File: src/rtl/tdm_demux_pair.sv
// tdm_demux_pair: splits a lane-tagged word stream into {a,b} pairs under valid/ready.
// Optional sticky overwrite flag port err when TDM_DEMUX_ERR_EN is defined.
module tdm_demux_pair #(
    parameter int W = 4
) (
    input  logic         clk,
    input  logic         rst,
    input  logic [W-1:0] y,
    input  logic         s,
    input  logic         in_valid,
    output logic         in_ready,
    output logic [W-1:0] a,
    output logic [W-1:0] b,
    output logic         out_valid,
`ifdef TDM_DEMUX_ERR_EN
    output logic         err,
`endif
    input  logic         out_ready
);
    typedef enum logic [1:0] {EMPTY, HAVE_A, HAVE_B, FULL} state_t;
    state_t state;
    logic   take;
    logic   cons;
    assign out_valid = state == FULL;
    assign in_ready  = (state != FULL) || out_ready;
    assign take      = in_valid && in_ready;
    assign cons      = out_valid && out_ready;
    always_ff @(posedge clk or posedge rst) begin
        if (rst) begin
            state <= EMPTY;
            a     <= '0;
            b     <= '0;
        end else begin
            if (take && !s) a <= y;
            if (take && s) b <= y;
            case (state)
                EMPTY:   state <= take ? (s ? HAVE_B : HAVE_A) : EMPTY;
                HAVE_A:  state <= (take && s) ? FULL : HAVE_A;
                HAVE_B:  state <= (take && !s) ? FULL : HAVE_B;
                default: state <= cons ? (take ? (s ? HAVE_B : HAVE_A) : EMPTY) : FULL;
            endcase
        end
    end
`ifdef TDM_DEMUX_ERR_EN
    // A same-lane word while the other lane is still missing discards a word.
    always_ff @(posedge clk or posedge rst) begin
        if (rst) err <= 1'b0;
        else if (take && ((state == HAVE_A && !s) || (state == HAVE_B && s))) err <= 1'b1;
    end
`endif
endmodule
File: config.mk
export PLATFORM = sky130hd
export DESIGN_NAME = tdm_demux_pair
export DESIGN_NICKNAME = d
export VERILOG_FILES = /design/src/rtl/tdm_demux_pair.sv
export SDC_FILE = /design/constraint.sdc
export NUM_CORES = 1
export LEC_CHECK = 0
export ABC_AREA = 1
export ABC_CLOCK_PERIOD_IN_PS = 2000
export CORE_AREA = 8 8 45 47
export DETAILED_ROUTE_END_ITERATION = 12
export DIE_AREA = 0 0 53 55
export MAX_ROUTING_LAYER = met4
export PLACE_DENSITY = 0.77
export RECOVER_POWER = 50
export SYNTH_ARGS = -nofsm -noshare
export SYNTH_HDL_FRONTEND = slang
export SYNTH_SLANG_ARGS = --single-unit
File: constraint.sdc
create_clock -name clk -period 2 [get_ports clk]
set_clock_uncertainty 0.1 [all_clocks]
set_input_delay 0.5 -clock clk [delete_from_list [all_inputs] [get_ports clk]]
set_output_delay 0.5 -clock clk [all_outputs]
set_load 0.05 [all_outputs]
Word-level counts from Yosys, hierarchy flattened
Index checks and enable logic that the tools add are counted.
W data, S select, Z words.
{"block": "totals", "regBits": 10, "output_inout_bits": 10, "wordCells": 20}
{"block": "classes", "eq_ne": 4, "n_mux": 6, "reduce_logical": 7}
{"op": "$mux W2", "count": 4}
{"op": "$pmux W2 S3", "count": 1}
{"op": "$eq A2 B2 Y1 const B", "count": 2}
{"op": "$logic_and A1 B1 Y1", "count": 4}
{"op": "$eq A2 B1 Y1 const B", "count": 1}
{"op": "$logic_not A2 Y1", "count": 1}
{"op": "$ne A2 B2 Y1 const B", "count": 1}
{"op": "$logic_not A1 Y1", "count": 1}
{"op": "$logic_or A1 B1 Y1", "count": 1}
{"op": "$mux W1", "count": 1}

Longest topological paths before layout
Gate-level depths: netlist of the first run.
{"block": "logic_depth", "word_depth": 6, "ltp_mapped": 6, "depth_no_buf": 5}

Worst setup path after synthesis of the first run
Ideal clock, no wire load.
{"block": "synth_path", "kind": "input-to-output", "startpoint": "in out_ready", "endpoint": "out in_ready", "arrival_ps": 809, "setup_slack_ps": 591, "path_stages": 3, "path_buffers": 1, "path_cell_list": "inv_1 nand3_2 buf_6"}
{"block": "synth_via", "elab_chain_len": 1}
{"item": "start, declared", "line_no": "18", "source": "input logic out_ready"}
{"item": "$logic_or A1 B1 Y1", "line_no": "25", "source": "assign in_ready = (state != FULL) || out_ready;"}
{"item": "end, declared", "line_no": "11", "source": "output logic in_ready,"}
No other way between the ends.

Worst setup path after layout of the first run
Same ends and word-level chain as after synthesis.

==> results by group, run 1 <==
Status
  – Status: finished, final reports clean

STA
  – Slew @ Worst Pin: 602.2 ps
  – Final setup vio count: 0
  – RSZ-0062 raised after global routing: no
  – Fin. Hold Viols: 0
  – Slew HR: 0.6003
  – Fin crit period: around 1900 ps
  – Hold_ws: about 370 ps
  – Final worst slack: around 140 ps
  – Fmax: 0.5370 GHz
  – Pins Over Slew Limit: 0
  – Setup TNS: 0 ps
  – Period utilization: 0.9311

Setup path
  – R2r startpoint: state[1]
  – CP Launch Type: input pin
  – Arr. time, crit path: 1260 ps
  – Reg2Reg Depth: 5
  – Crit path from: out_ready
  – Worst-path fanout max: 3
  – Crit Reg-Reg Endpoint: b[1]
  – Critical path type: in2out
  – Setup crit end: in_ready
  – Crit end category: output pin
  – Reg-to-reg slack, setup: 760 ps
  – WP data required: ~1400 ps

Synthesis
  – Synth cell types: 11
  – Ys Warns: 0
  – Post-synthesis xor/xnor area fraction: 0
  – Mapped Avg Cell Area: approximately 9.3 um^2
  – Area fraction in compound gates after synthesis: 0.02235
  – Synth Register Bits: 10
  – Syn Nets: 57
  – Cell Area, Synth: between 400 and 500 um^2
  – Mux contribution to synthesized area: 0
  – Post-Synth Adder-Cell Area: 0
  – Simple-gate share of the synthesized area: 0.3436
  – Mapped Cells: 48
  – Sequential area share after synthesis: 0.5587
  – Largest family of logic cells by synthesized area: simple AND/OR/NAND/NOR gates

Route
  – Pre-antenna DRT Iters: 4
  – Vias/cell: 4.635
  – Top Layer Used: met3
  – Initial DRC count: 8
  – Aggregate routed wire length: 1.024 mm
  – Met1 wire length: 446 um
  – Drt wl/cell: 12.05 um
  – Metal2 WL: ~460 um
  – Count of antenna-violating nets left after detailed routing: 0
  – Met3 routed WL: 113 um
  – Vias: 394
  – DR DRC count: 0

Pwr
  – Psw: 0.4595 mW
  – Part of the power in combinational logic: 0.531
  – Peak supply drop: 438.8 uV
  – Leak pwr: around 0.32 nW
  – Power density over cell area: between 1000 and 1500 nW/um^2
  – Overall Power: between 0.9 and 1 mW
  – Switch share: 0.4899
  – Clk pwr share: 0.137
  – Sequential Power Share: 0.333
  – Int Power: 0.4785 mW

Worst hold path
  – Tightest Hold Check Type: reg2reg

Floorplan
  – Ports: 19
  – Core area: 1384 um^2
  – Die Span Y: between 50 and 60 um
  – # rows: 14
  – Die ar.: 2915 um^2
  – Initial Utilization: 0.3237
  – Die Width: 53 um

Clock network
  – Total CTS buffers: 3
  – CTS tree: yes
  – CTS sink cnt: 10
  – Worst skew pair latency: 250 ps
  – Setup bufs post-CTS: 0
  – Clock-pin transition on the worst setup and hold timing paths: 60 ps
  – H-tree depth: 1
  – Hold Buf Count CTS: 0
  – Max clock buf depth: 2
  – Post-cts resize count: 0
  – Root Buffer: clkbuf_4

Global routing
  – Antenna violations before repair: 0
  – Largest net degree at the start of global routing: 11
  – GRT Total Usage: 0.08229
  – First-pass GRT wire length: ~1.7 mm
  – Grt total ovfl: 0
  – Vias in the first global route: 435

Final layout
  – Net count reported at finish: 80
  – Commonest cells after routing, fill and taps aside: nand2_1, dfrtp_1, nand4_1, clkdlybuf4s50_1, buf_4
  – Synth-to-layout area growth: 41.90%
  – Most common library cell in the layout ignoring fill and taps: nand2_1
  – Layout cells sized above 1: 0.1884
  – Final core occ: 0.4593
  – # diodes: 0

Flow run
  – Max_cap viols: 0

Placed design
  – Placement Setup Slack: around 140 ps
  – RD Place Congestion: 0.7417
  – IO buf count: 18
  – Hpwl dp: between 800 and 900 um
layout make-up:
type,instances,area [um^2]
fillers,144,748.2
flip-flops and latches,10,250.2
multi-input cells,32,163.9
repair buffers,20,163.9
clock buffers,3,22.52
well taps,16,20.02
inverters,4,15.01
logic make-up after synthesis:
kind of cell | Yosys count
AO/OA/AOI/OAI | 2
AND/OR/NAND/NOR | 30
buffers and inverters | 6
flip-flops | 10
cells in the mapped netlist (all sizes together):
cell type	instances	area share
buf	2	0.042
nand3	3	0.073
nand2	19	0.16
inv	4	0.034
dfrtp	10	0.56
nand4	8	0.11
o21ai	2	0.022
power groups by stage:
stage / sequential [mW] / combinational, mW / clock [mW]
detailed placement: 0.318 / 0.530 / 0
global route: 0.319 / 0.532 / 0.141
CTS: 0.314 / 0.531 / 0.131
floorplan: 0.485 / 0.188 / 0
global placement: 0.315 / 0.523 / 0
finish: 0.312 / 0.498 / 0.128
flip-flops by register name, summed over array words and instances, names as in the netlist:
register  flops
a             4
b             4
state         2
worst min-delay path by stage:
stage	start	to	slack, ps	depth (start not counted)
floorplan	rst	a[0]	240	1
global placement	a[3]	a[3]	360	2
detailed placement	b[0]	b[0]	370	2
CTS	b[0]	b[0]	380	2
global route	a[0]	a[0]	400	2
finish	a[0]	a[0]	370	2
worst max-delay path: stages:
cell and delay, ps:
clkdlybuf4s50_1 400, inv_1 90, nand3_2 100, buf_12 170
layer usage:
metal | vias to the layer above | global-route usage
li1 | 202 | -
met1 | 179 | 0.08851
met2 | 13 | 0.1211
met3 | 0 | 0.03743
met4 | 0 | 0.05172
met5 | - | -
through the flow:
stage / instance area, um^2 / cells
2_1_floorplan: 447.9 / 48
3_3_place_gp: 631.9 / 82
3_5_place_dp: 631.9 / 82
4_1_cts: 654.4 / 85
5_1_grt: 635.6 / 85
6_report: 635.6 / 85
No activity file was read; power rests on OpenSTA's default activity.
==> run 2: changes to the inputs <==
Settings changed: MAX_ROUTING_LAYER met4 to unset.
==> run 2 against run 1 <==
Net effect: final area did not move; non-clock buffer count did not move; cell count did not move; highest routed layer unchanged; sequential share of layout area did not move; setup slack did not move; critical path depth did not move; routed wire length did not move; largest cell class unchanged.
==> results by group, run 2 (synthesis gave the netlist of run 1 again) <==
Clock network
  – Post-cts resize count: 0 (unchanged)
  – Hold Buf Count CTS: 0 (unchanged)
  – Clock-pin transition on the worst setup and hold timing paths: 60 ps (about the same)
  – Max clock buf depth: 2 (unchanged)
  – CTS sink cnt: 10 (unchanged)
  – Worst skew pair latency: 250 ps (about the same)
  – CTS tree: yes (unchanged)
  – Total CTS buffers: 3 (unchanged)
  – Root Buffer: clkbuf_4 (unchanged)
  – Setup bufs post-CTS: 0 (unchanged)
  – H-tree depth: 1 (unchanged)

Global routing
  – Largest net degree at the start of global routing: 11 (unchanged)
  – Vias in the first global route: 435 (unchanged)
  – GRT Total Usage: 0.07985 (was 0.08229)
  – First-pass GRT wire length: 1.738 mm (was 1.731 mm)
  – Antenna violations before repair: 0 (unchanged)
  – Grt total ovfl: 0 (unchanged)

Route
  – Initial DRC count: 8 (unchanged)
  – Vias: 394 (unchanged)
  – DR DRC count: 0 (unchanged)
  – Aggregate routed wire length: 1.024 mm (unchanged)
  – Pre-antenna DRT Iters: 4 (unchanged)
  – Count of antenna-violating nets left after detailed routing: 0 (unchanged)
  – Drt wl/cell: 12.05 um (unchanged)
  – Vias/cell: 4.635 (unchanged)

STA
  – Final setup vio count: 0 (unchanged)
  – Fin. Hold Viols: 0 (unchanged)
  – RSZ-0062 raised after global routing: no (unchanged)
  – Fmax: 0.5370 GHz (unchanged)
  – Pins Over Slew Limit: 0 (unchanged)
  – Final worst slack: 137.9 ps (unchanged)
  – Period utilization: 0.9311 (unchanged)
  – Slew HR: 0.6003 (unchanged)
  – Fin crit period: 1862 ps (unchanged)
  – Slew @ Worst Pin: 602.2 ps (unchanged)
  – Setup TNS: 0 ps (unchanged)

Flow run
  – Max_cap viols: 0 (unchanged)

Setup path
  – Arr. time, crit path: 1260 ps (about the same)
  – WP data required: 1400 ps (about the same)
  – Crit end category: output pin (unchanged)
  – CP Launch Type: input pin (unchanged)
  – Worst-path fanout max: 3 (unchanged)
  – Critical path type: in2out (unchanged)

Placed design
  – Placement Setup Slack: 138.7 ps (unchanged)
  – Hpwl dp: 836.2 um (unchanged)
  – RD Place Congestion: 0.7329 (was 0.7417)
  – IO buf count: 18 (unchanged)

Floorplan
  – # rows: 14 (unchanged)
  – Core area: 1384 um^2 (unchanged)
  – Ports: 19 (unchanged)
  – Die Span Y: 55 um (unchanged)
  – Die ar.: 2915 um^2 (unchanged)
  – Initial Utilization: 0.3237 (unchanged)
  – Die Width: 53 um (unchanged)

Final layout
  – # diodes: 0 (unchanged)
  – Synth-to-layout area growth: 41.90% (unchanged)
  – Most common library cell in the layout ignoring fill and taps: nand2_1 (unchanged)
  – Final core occ: 0.4593 (unchanged)
  – Net count reported at finish: 80 (unchanged)
  – Biggest regs: a x4, b x4, state x2 (unchanged)
  – Commonest cells after routing, fill and taps aside: nand2_1, dfrtp_1, nand4_1, clkdlybuf4s50_1, buf_4 (unchanged)
  – Layout cells sized above 1: 0.1884 (unchanged)
  – Fill cells: 144 (unchanged)

Worst hold path
  – Tightest Hold Check Type: reg2reg (unchanged)

Status
  – Status: finished, final reports clean (unchanged)

Pwr
  – Peak supply drop: 438.8 uV (unchanged)
  – Overall Power: 0.9380 mW (about the same)
  – Power density over cell area: 1476 nW/um^2 (about the same)
  – Leak pwr: 0.3213 nW (unchanged)
[run 2: cell counts in the layout (fill, tap and decap cells not counted)]
Identical to the previous run, type by type.
[run 2: worst paths after layout]
check	startpoint	endpoint	slack [ps]	cells after the start
max	out_ready	in_ready	140	4
min	a[0]	a[0]	370	2
max reg2reg	state[1]	b[1]	760	5
min reg2reg	a[0]	a[0]	370	2
max in group asynchronous	rst	b[1]	990	2
min in group asynchronous	rst	a[0]	550	2
[run 2: metrics by stage]
stage | hold WS (ps) | area (um^2) | std cells
after floorplan | 240.2 | 447.9 | 48
after global placement | 362.2 | 631.9 | 82
after detailed placement | 366.6 | 631.9 | 82
after CTS | 381.1 | 654.4 | 85
after global routing | 401.5 | 635.6 | 85
final | 374.1 | 635.6 | 85
[run 2: per-layer routing]
layer / GRT usage / up-vias / share of wire
met5: 0 / - / 0
met4: 0.05172 / 0 / 0
met3: 0.04278 / 0 / 0.13
met2: 0.1211 / 13 / 0.45
met1: 0.08540 / 179 / 0.42
li1: - / 202 / -
[run 2: worst max-delay path: stages]
cell             delay, ps
clkdlybuf4s50_1        400
inv_1                   90
nand3_2                100
buf_12                 170
[run 2: cell type report]
class                           count  area [um^2]  area share
Sequential cell                    10        250.2      0.3937
Timing Repair Buffer               20        163.9      0.2579
Inverter                            4        15.01     0.02362
Clock buffer                        3        22.52     0.03543
Multi-Input combinational cell     32        163.9      0.2579
Tap cell                           16        20.02     0.03150
[run 2: where the power goes]
| group | switching, mW | internal, mW |
|---|---|---|
| Combinational | 0.359 | 0.139 |
| Clock | 0.0591 | 0.0690 |
| Sequential | 0.0411 | 0.271 |
==> run 3: changes to the inputs <==
Settings changed: CORE_AREA 8 8 45 47 to 2 2 39 41, DIE_AREA 0 0 53 55 to 0 0 41 43, GPL_TIMING_DRIVEN set to 0.
==> run 3 against run 2 <==
Net effect: count of clock-buffer cells in the layout is the same; setup slack lost 12 ps; critical path depth shrank 1; core utilization grew 2.0 points; clock power is essentially flat; power grew 0.66%; sequential power is essentially flat; first-iteration DRC count shrank 50%; critical path type is now reg2out.
==> results by group, run 3 (synthesis gave the netlist of run 1 again) <==
Status
  – Status: finished, final reports clean (unchanged)

Worst hold path
  – WHS Endpoint: b[0] (was a[0])
  – Hold Crit Depth: 2 (unchanged)
  – Hold path start: b[0] (was a[0])
  – Tightest Hold Check Type: reg2reg (unchanged)

Placed design
  – IO buf count: 17 (was 18)
  – Placement Setup Slack: -654.3 ps (was 138.7 ps)
  – Hpwl dp: 680.8 um (was 836.2 um)
  – RD Place Congestion: 0.6944 (was 0.7329)
  – Post-placement cell count: 81 (was 82)
  – Placed cell area: 638.1 um^2 (was 631.9 um^2)

Pwr
  – Peak supply drop: 510.3 uV (was 438.8 uV)
  – Power density over cell area: 1424 nW/um^2 (was 1476 nW/um^2)
  – Leak pwr: 0.4020 nW (was 0.3213 nW)
  – Overall Power: 0.9443 mW (was 0.9380 mW)

Floorplan
  – Die ar.: 1763 um^2 (was 2915 um^2)
  – # rows: 14 (unchanged)
  – Die Span Y: 43 um (was 55 um)
  – Ports: 19 (unchanged)
  – Core area: 1384 um^2 (unchanged)
  – Initial Utilization: 0.3237 (unchanged)
  – Die Width: 41 um (was 53 um)

Final layout
  – Design area: 663.1 um^2 (was 635.6 um^2)
  – # diodes: 0 (unchanged)
  – Fill cells: 139 (was 144)
  – Biggest regs: a x4, b x4, state x2 (unchanged)
  – Layout cells sized above 1: 0.1176 (was 0.1884)
  – Multi-input logic area: 151.4 um^2 (was 163.9 um^2)
  – Synth-to-layout area growth: 48.04% (was 41.90%)
  – Most common library cell in the layout ignoring fill and taps: nand2_1 (unchanged)
  – Net count reported at finish: 79 (was 80)
  – Commonest cells after routing, fill and taps aside: nand2_1, dfrtp_1, nand4_1, dlymetal6s2s_1 (was nand2_1, dfrtp_1, nand4_1, clkdlybuf4s50_1, buf_4)
  – Register area: 250.2 um^2 (unchanged)
  – Final Non-Filler Cells: 84 (was 85)

Setup path
  – Crit Reg-Reg Endpoint: a[0] (was b[1])
  – Worst-path fanout max: 3 (unchanged)
  – R2r startpoint: state[0] (was state[1])
  – CP Launch Type: flip-flop (was input pin)
  – WP data required: 1400 ps (about the same)
  – Crit end category: output pin (unchanged)
  – Critical path type: reg2out (was in2out)
  – Arr. time, crit path: 1270 ps (was 1260 ps)
  – Reg-to-reg slack, setup: 810 ps (was 760 ps)
  – Reg2Reg Depth: 5 (unchanged)

Global routing
  – GRT Total Usage: 0.1089 (was 0.07985)
  – Largest net degree at the start of global routing: 11 (unchanged)
  – Vias in the first global route: 334 (was 435)
  – Antenna violations before repair: 0 (unchanged)
  – First-pass GRT wire length: 1.290 mm (was 1.738 mm)
  – Grt total ovfl: 0 (unchanged)

Route
  – Pre-antenna DRT Iters: 2 (was 4)
  – DR DRC count: 0 (unchanged)
  – Metal2 WL: 396 um (was 464 um)
  – Top Layer Used: met3 (unchanged)
  – Vias: 397 (was 394)
  – Initial DRC count: 4 (was 8)
  – Met1 wire length: 380 um (was 431 um)
  – Count of antenna-violating nets left after detailed routing: 0 (unchanged)
  – Met3 routed WL: 76 um (was 128 um)
  – Vias/cell: 4.726 (was 4.635)
  – Aggregate routed wire length: 854 um (was 1.024 mm)
  – Drt wl/cell: 10.17 um (was 12.05 um)

STA
  – Final setup vio count: 0 (unchanged)
  – Fin. Hold Viols: 0 (unchanged)
  – Fin crit period: 1874 ps (was 1862 ps)
  – Final worst slack: 126.1 ps (was 137.9 ps)
  – Period utilization: 0.9369 (was 0.9311)
  – RSZ-0062 raised after global routing: no (unchanged)
  – Pins Over Slew Limit: 0 (unchanged)
  – Slew HR: 0.6653 (was 0.6003)
  – Slew @ Worst Pin: 501.2 ps (was 602.2 ps)
  – Fmax: 0.5337 GHz (was 0.5370 GHz)

Flow run
  – Max_cap viols: 0 (unchanged)

Clock network
  – Worst skew pair latency: 250 ps (about the same)
  – Root Buffer: clkbuf_4 (unchanged)
  – CTS sink cnt: 10 (unchanged)
  – Hold Buf Count CTS: 0 (unchanged)
  – Max clock buf depth: 2 (unchanged)
  – Total CTS buffers: 3 (unchanged)
  – Clock-pin transition on the worst setup and hold timing paths: 60 ps (about the same)
  – H-tree depth: 1 (unchanged)
  – CTS tree: yes (unchanged)
  – Setup bufs post-CTS: 0 (unchanged)
## run 3: worst max path at each step
stage               cells after the start         to  startpoint  slack (ps)
global route                            3  out_valid    state[0]          50
CTS                                     1       b[0]        b[0]        0.07
floorplan                               3   in_ready   out_ready         590
global placement                        5   in_ready   out_ready        -620
detailed placement                      5   in_ready   out_ready        -650
finish                                  3  out_valid    state[0]         130
## run 3: routing by layer
| layer | track usage | vias to the layer above |
|---|---|---|
| li1 | - | 203 |
| met4 | 0.06000 | 0 |
| met3 | 0.03141 | 0 |
| met1 | 0.1342 | 181 |
| met2 | 0.1625 | 13 |
| met5 | 0 | - |
## run 3: layout make-up
class | count | share of cell area
tap | 16 | 0.03019
clock buffer | 3 | 0.03396
multi-input combinational | 32 | 0.2283
timing repair buffer | 17 | 0.2792
inverter | 4 | 0.02264
buffer | 2 | 0.02830
sequential | 10 | 0.3774
## run 3: per-stage QoR
| step | utilization | setup TNS [ps] | hold WS, ps |
|---|---|---|---|
| 2_1_floorplan | - | 0 | 240.2 |
| 3_3_place_gp | 0.4611 | -618.9 | 360.0 |
| 3_5_place_dp | 0.4611 | -654.3 | 360.2 |
| 4_1_cts | 0.4774 | 0 | 374.0 |
| 5_1_grt | 0.4792 | 0 | 383.9 |
| 6_report | 0.4792 | 0 | 369.1 |
## run 3: repair_timing
action,4_1_cts,5_1_grt
resized for setup,13,6
endpoints found under the setup margin,4,6
hold endpoints to repair,0,0
## run 3: worst max-delay path, stage by stage, from the launching register on
cell           delay (ps)
dfrtp_1               370
nand2_1                90
inv_1                  50
dlygate4sd2_1         510
## run 3: where the power goes
group          total (mW)  internal (mW)  switching [mW]
Sequential          0.309          0.271          0.0384
Combinational       0.510          0.159           0.351
Clock               0.125         0.0688          0.0565
Total               0.944          0.498           0.446
